## src/rtl/muldiv_seq.sv

```systemverilog
// Iterative signed multiply/divide sequencer: one result bit per cycle.
// MUL uses shift-add, DIV uses restoring division, and FIX applies the signs.
module muldiv_seq #(
   parameter int N = 32
) (
   input  logic         clk,
   input  logic         rst_n,
   input  logic         start,
   input  logic         op,
   input  logic [N-1:0] s,
   input  logic [N-1:0] t,
   input  logic         flush,
   output logic         busy,
   output logic         done,
   output logic [N-1:0] out,
   output logic [N-1:0] hi,
   output logic         overflow
);

   localparam int CW = $clog2(N);

   typedef enum logic [1:0] {IDLE, PREP, RUN, FIX} state_t;

   state_t          state_q, state_d;
   logic            op_q, op_d;
   logic            neg_q, neg_d;
   logic            sneg_q, sneg_d;
   logic [N-1:0]    opa_q, opa_d;
   logic [N-1:0]    opb_q, opb_d;
   logic [2*N-1:0]  acc_q, acc_d;
   logic [CW-1:0]   cnt_q, cnt_d;
   logic [N-1:0]    out_q, out_d;
   logic [N-1:0]    hi_q, hi_d;
   logic            ovf_q, ovf_d;
   logic            done_q, done_d;

   logic [N-1:0]    abs_s, abs_t;
   logic [N:0]      rem_sh;
   logic [N-1:0]    diff;
   logic [N:0]      sum;
   logic [2*N-1:0]  prod;
   logic [N-1:0]    quot;
   logic [N-1:0]    rem;

   // The magnitude of the most negative value wraps onto itself, which reads correctly as unsigned.
   assign abs_s = s[N-1] ? -s : s;
   assign abs_t = t[N-1] ? -t : t;

   // DIV keeps the remainder in acc[2N-1:N] and the dividend/quotient in acc[N-1:0].
   assign rem_sh = {acc_q[2*N-1:N], acc_q[N-1]};
   assign diff   = rem_sh[N-1:0] - opa_q;
   assign sum    = {1'b0, acc_q[2*N-1:N]} + (acc_q[0] ? {1'b0, opa_q} : {(N+1){1'b0}});
   assign prod   = neg_q ? -acc_q : acc_q;
   assign quot   = neg_q ? -acc_q[N-1:0] : acc_q[N-1:0];
   assign rem    = sneg_q ? -acc_q[2*N-1:N] : acc_q[2*N-1:N];

   always_comb begin
      state_d = state_q;
      op_d    = op_q;
      neg_d   = neg_q;
      sneg_d  = sneg_q;
      opa_d   = opa_q;
      opb_d   = opb_q;
      acc_d   = acc_q;
      cnt_d   = cnt_q;
      out_d   = out_q;
      hi_d    = hi_q;
      ovf_d   = ovf_q;
      done_d  = 1'b0;
      case (state_q)
         IDLE: begin
            if (start && !flush) begin
               if (op && (t == '0)) begin
                  done_d = 1'b1;
                  out_d  = '0;
                  hi_d   = s;
                  ovf_d  = 1'b1;
               end else begin
                  op_d    = op;
                  neg_d   = s[N-1] ^ t[N-1];
                  sneg_d  = s[N-1];
                  opa_d   = op ? abs_t : abs_s;
                  opb_d   = op ? abs_s : abs_t;
                  state_d = PREP;
               end
            end
         end
         PREP: begin
            acc_d   = {{N{1'b0}}, opb_q};
            cnt_d   = '0;
            state_d = RUN;
         end
         RUN: begin
            if (op_q) begin
               if (rem_sh >= {1'b0, opa_q})
                  acc_d = {diff, acc_q[N-2:0], 1'b1};
               else
                  acc_d = {rem_sh[N-1:0], acc_q[N-2:0], 1'b0};
            end else begin
               acc_d = {sum, acc_q[N-1:1]};
            end
            cnt_d = cnt_q + 1'b1;
            if (cnt_q == CW'(N-1))
               state_d = FIX;
         end
         FIX: begin
            if (op_q) begin
               out_d = quot;
               hi_d  = rem;
               // Only a positive 2^(N-1) quotient is unrepresentable.
               ovf_d = !neg_q && acc_q[N-1];
            end else begin
               out_d = prod[N-1:0];
               hi_d  = prod[2*N-1:N];
               ovf_d = prod[2*N-1:N] != {N{prod[N-1]}};
            end
            done_d  = 1'b1;
            state_d = IDLE;
         end
         default: state_d = IDLE;
      endcase
      if (flush) begin
         state_d = IDLE;
         done_d  = 1'b0;
         out_d   = out_q;
         hi_d    = hi_q;
         ovf_d   = ovf_q;
      end
   end

   always_ff @(posedge clk or negedge rst_n) begin
      if (!rst_n) begin
         state_q <= IDLE;
         op_q    <= 1'b0;
         neg_q   <= 1'b0;
         sneg_q  <= 1'b0;
         opa_q   <= '0;
         opb_q   <= '0;
         acc_q   <= '0;
         cnt_q   <= '0;
         out_q   <= '0;
         hi_q    <= '0;
         ovf_q   <= 1'b0;
         done_q  <= 1'b0;
      end else begin
         state_q <= state_d;
         op_q    <= op_d;
         neg_q   <= neg_d;
         sneg_q  <= sneg_d;
         opa_q   <= opa_d;
         opb_q   <= opb_d;
         acc_q   <= acc_d;
         cnt_q   <= cnt_d;
         out_q   <= out_d;
         hi_q    <= hi_d;
         ovf_q   <= ovf_d;
         done_q  <= done_d;
      end
   end

   assign busy     = (state_q != IDLE);
   assign done     = done_q;
   assign out      = out_q;
   assign hi       = hi_q;
   assign overflow = ovf_q;

endmodule

```

## config.mk

```make
export PLATFORM = sky130hd
export DESIGN_NAME = muldiv_seq
export DESIGN_NICKNAME = d
export VERILOG_FILES = /design/src/rtl/muldiv_seq.sv
export SDC_FILE = /design/constraint.sdc
export NUM_CORES = 1
export LEC_CHECK = 0
export ABC_AREA = 1
export CAP_MARGIN = 25
export CORE_ASPECT_RATIO = 0.8
export CORE_MARGIN = 1.5
export CORE_UTILIZATION = 55
export DETAILED_ROUTE_END_ITERATION = 10
export GPL_TIMING_DRIVEN = 0
export PLACE_DENSITY = 0.76
export REMOVE_ABC_BUFFERS = 1
export SKIP_CTS_REPAIR_TIMING = 1
export SLEW_MARGIN = 20
export SYNTH_ARGS = -nofsm -noshare
export SYNTH_HDL_FRONTEND = slang
export SYNTH_SLANG_ARGS = --single-unit
```

## constraint.sdc

```tcl
create_clock -name clk -period 6.2 [get_ports clk]
set_input_delay 0.62 -clock clk [delete_from_list [all_inputs] [get_ports clk]]
set_output_delay 0.62 -clock clk [all_outputs]
set_load 0.1 [all_outputs]
```

### Word level (Yosys, flattened, before mapping)

Index checks and enable logic that the tools add are counted.
Widths: inputs -> output; s select.

| storage, ports and cells | value |
|---|---|
| register bits after elaboration | 204 |
| input port bits | 69 |
| output and inout port bits | 67 |
| word-level logic and storage cells | 80 |

| cells by class | value |
|---|---|
| add/subtract/negate cells | 8 |
| order comparisons | 1 |
| equality and inequality tests | 10 |
| muxes and demuxes | 33 |
| bitwise logic cells | 3 |
| reductions and logical operators | 13 |

Operators with widths:

| operator | number |
|---|---|
| $mux 32 | 13 |
| $mux 64 | 3 |
| $neg 32->32 | 4 |
| $pmux 32 s2 | 2 |
| $pmux 64 s2 | 1 |
| $neg 64->64 | 1 |
| $add 32x32->33 | 1 |
| $ge 33x32->1 | 1 |
| $logic_not 32->1 | 1 |
| $ne 32x32->1 | 1 |
| $sub 32x32->32 | 1 |
| $pmux 5 s2 | 1 |
| $ne 3x3->1 const B | 3 |
| $mux 2 | 4 |
| $pmux 2 s4 | 1 |
| $mux 1 | 6 |
| $reduce_and 3->1 | 2 |
| $reduce_bool 2->1 | 3 |
| $add 5x1->5 const B | 1 |
| $eq 5x5->1 const B | 1 |
| $eq 2x2->1 const B | 2 |
| $ne 2x2->1 const B | 2 |
| $pmux 1 s2 | 2 |
| $reduce_and 4->1 | 1 |
| other kinds (6) | 10 |

### Logic depth before layout (Yosys ltp)

| logic depth | value |
|---|---|
| depth in word-level cells | 6 |
| mapped depth | 22 |
| mapped depth without buffers | 20 |

### Least setup slack after synthesis

No wires, ideal clock.

| timing path | value |
|---|---|
| kind | register to register |
| start | register acc_q[0] |
| end | register acc_q[53] |
| library setup time | 66 ps |
| arrival time | 2708 ps |
| data required time | 6134 ps |
| setup slack | 3426 ps |
| cell stages (with the launch flop) | 20 |
| path buffers | 2 |
| clock period less this slack | 2774 ps |
| cell sequence | dfrtp_1 buf_2 clkbuf_1 nand2_1 inv_1 ha_1 inv_1 fa_1 inv_1 nand3_1 nand2_1 a21oi_1 o21ai_0 nand2_1 nand2_1 a21oi_1 or2_2 nand3_1 nand3_1 nand2_1 |

| on the way | value |
|---|---|
| longest elaborated chain between the ends | 4 |

RTL lines:

| what | RTL line | source |
|---|---|---|
| start, declared | 30 | `logic [2*N-1:0] acc_q, acc_d;` |
| start signal, assigned | 139 | `acc_q <= '0;` |
| start signal, assigned | 152 | `acc_q <= acc_d;` |
| $mux 32 | 52 | `assign sum = {1'b0, acc_q[2*N-1:N]} + (acc_q[0] ? {1'b0, opa_q} : {(N+1){1'b0}});` |
| $add 32x32->33 | 52 |  |
| $mux 64 | 94 | `if (op_q) begin` |
| $pmux 64 s2 | 70 | `case (state_q)` |

Every way passes these cells.
A chain may end at the register's enable or synchronous reset.

### Worst setup path after layout

| timing path | value |
|---|---|
| start | input t[31] |
| end | register opa_q[26] |

| on the way | value |
|---|---|
| longest elaborated chain between the ends | 4 |
| elaborated cells on any way between the ends | 6 |
| those cells by class | mux (2); bitwise (1); reduce/logical (3) |

RTL lines:

| what | RTL line | source |
|---|---|---|
| start, declared | 11 | `input logic [N-1:0] t,` |
| $logic_not 32->1 | 73 | `if (op && (t == '0)) begin` |
| $logic_and 1x1->1 | 73 |  |
| $not 1->1 (no source line) | n/a |  |
| $reduce_and 3->1 (no source line) | n/a |  |
| end signal, assigned | 150 | `opa_q <= opa_d;` |
| end, declared | 28 | `logic [N-1:0] opa_q, opa_d;` |

Several ways; a longest one is shown, not always the timed one.

==> impl_metrics.toml <==
[route]
dr.pass1.iters = 7
drtIter0Drc = 3886
avgViaCountPerCell = 6.60
drc = 0
via_count = 22200
wl_per_cell_um = 24.8
routed_wl_um = 83600
drtAntennaViolNets = 0

[sta]
hold_viol_final = 8
fin_crit_ps = 5870
fin_ws_ps = 332
setup_violations = 0
maxSlewViolCount = 0
rsz0062_at_grt = "no"
worst_pin_slew_ps = 1150
fmax_mhz = 170
maxSlewHeadroom_pct = 23.1
clock_skew_ps = 15.5
period_share_pct = 94.6
finalSetupTns_ps = 0
hold-worst-slack_ps = -26.9

[die]
fp.dieW_um = 208
core_um2 = 32900
dieArea_um2 = 34900
rows = 59
io_pins = 136
chipHeight_um = 167
initial_utilization_pct = 56.5

[logic_synthesis]
yosysTopAreaCell = "dfrtp_1"
netlist_instances = 2869
synth_cell_type_count = 58
synth_warnings = 0
ys_seq_area_share_pct = 27.5
synth_top_cell_area_share_pct = 27.5
synth_flop_cell = "dfrtp_1"
ys_seq_elements = 204
synth_edf_count = 0
synthArstFlopShare_pct = 100
syn_area_um2 = 18600
avgSynthCellArea_um2 = 6.47
post_synth_main_area_contributors = "dfrtp_1 27%, nand2_1 16%, nor2_1 6.6%"

[setup_path]
crit-reg2reg-launch = "state_q[1]"
slowest_stage = "clkdlybuf4s50_1"
critical_path_class = "input port to flop"
cp_max_fo = 51
critPathTopFamily = "buffers and inverters"
crit_chain = "clkdlybuf4s50_1, nor2_1, nand3_1, nor3_1, nand3_1, nand3_2, inv_2, nand2_2, inv_2, nand2_1, o211ai_1"
startpoint_type = "input port"
r2r_end = "opa_q[26]"
slowest_delay_ps = 1230
end_kind = "flop"
crit_buf_inv = 3
reg2reg_depth = 8
r2r_slack_ps = 1380
arrival_ps = 6280
worst_ep_required_time_ps = 6620

[clocking]
cts_tree = "yes"
clock_path_buffers = 3
cts.clk_slew.worst_paths_ps = 60
cts_made_buffers = 24
htreeDepth = 1
cts_root_buf = "clkbuf_16"
insertion_delay_ps = 550
clock_sinks = 204

[status]
failed_checks = "hold timing"
status = "complete, but fails checks"

[placement]
dp_hpwl_um = 63000
dp_slack_ps = 412
gp_congestion = 1.07
port_buffers = 135

[global_routing]
grt_pass1_vias = 20500
antenna_found_initial = 2
grt_pass1_wl_um = 125000
grt_max_degree = 89
track_usage_pct = 46.9
overflow = 0

[final_layout]
drive_above_1_share_pct = 5.30
final_net_count = 3072
area_growth_pct = 13.8
fill_cells = 2832

[hold_path]
hp-class = "input port to async pin"

[flow_run]
cap_violations = 0
state kept, by name, indices dropped and copies added, names as in the netlist, 2 cells and up:
name     count
out         32
hi          32
opb_q       32
cnt_q        5
opa_q       32
acc_q       64
state_q      2
per-layer routing:
layer / vias to the layer above / share of wire (%) / global-route usage, %
li1: 9624 / - / -
met1: 10300 / 40 / 66.9
met2: 1982 / 40 / 67.2
met3: 378 / 15 / 11.7
met4: 0 / 5.7 / 19.9
met5: - / 0 / 0
worst max path at each step:
stage,startpoint,end,slack (ps),cells after the start
detailed placement,t[31],opa_q[26],410,11
floorplan,op_q,hi[1],1530,6
finish,t[31],opa_q[26],330,11
global route,t[31],opa_q[28],520,11
global placement,rst_n,opa_q[7],-4270,1
CTS,t[31],opa_q[26],910,11
synthesized netlist by cell type (14+ instances only):
cell,n
clkbuf_1,74
o31ai_1,14
nand4_1,29
nor2_1,326
nand2_1,791
o21ai_1,17
nand3_1,147
inv_1,324
buf_2,24
dfrtp_1,204
o221ai_1,79
o211ai_1,29
xnor2_1,20
a21oi_1,167
xor2_1,94
ha_1,74
o21ai_0,205
nand2_2,14
nor3_1,35
a31oi_1,16
nor2_2,19
area by class of cell:
class	instances	area, um2	area share, %
multi-input cells	2212	11700	55.4
flip-flops and latches	204	5110	24.2
repair buffers	145	1590	7.54
inverters	340	1290	6.08
clock buffers	31	708	3.35
well taps	427	534	2.53
clock inverters	13	183	0.864
diodes	1	2.50	0.0118
cell usage in the layout (no fill, tap or decap), types with 6 or more instances in the layout:
cell type and n:
nand2_1 791, nor2_1 324, inv_1 322, o21ai_0 205
dfrtp_1 201, a21oi_1 167, nand3_1 147, clkdlybuf4s50_1 134
xor2_1 94, o221ai_1 79, ha_1 72, nor3_1 35
nand4_1 29, o211ai_1 29, clkbuf_16 25, xnor2_1 20
nor2_2 19, o21ai_1 17, a31oi_1 16, nand2_2 14
o31ai_1 14, a2bb2oi_1 13, a21o_1 13, or2_2 11
o21a_1 10, o41ai_2 10, inv_2 9, nor4_1 9
o22ai_1 9, clkinv_2 6, nand3b_1 6, o21bai_1 6
clkbuf_8 6
cell families after synthesis:
family / Yosys count / synth area share, %
AOI/OAI and AO/OA: 616 / 20.8
DFF: 204 / 27.5
and+or+nand+nor: 1406 / 31.7
buffers and inverters: 453 / 9.52
xor gates and xnor gates: 114 / 5.38
adders and majority gates: 76 / 5.20
metrics by stage:
stage	instances	utilization, %	instance area [um2]	hold WS (ps)
finish	3373	64.3	21100	-26.9
CTS	3372	64.3	21100	-7.83
floorplan	2756	-	18100	324
global route	3372	64.3	21100	9.54
detailed placement	3328	61.6	20200	465
global placement	3318	60.8	20000	462
Power is left out: the tool's default activity adds up to more than one toggle a clock period on the data nets, which glitch-free logic cannot reach.
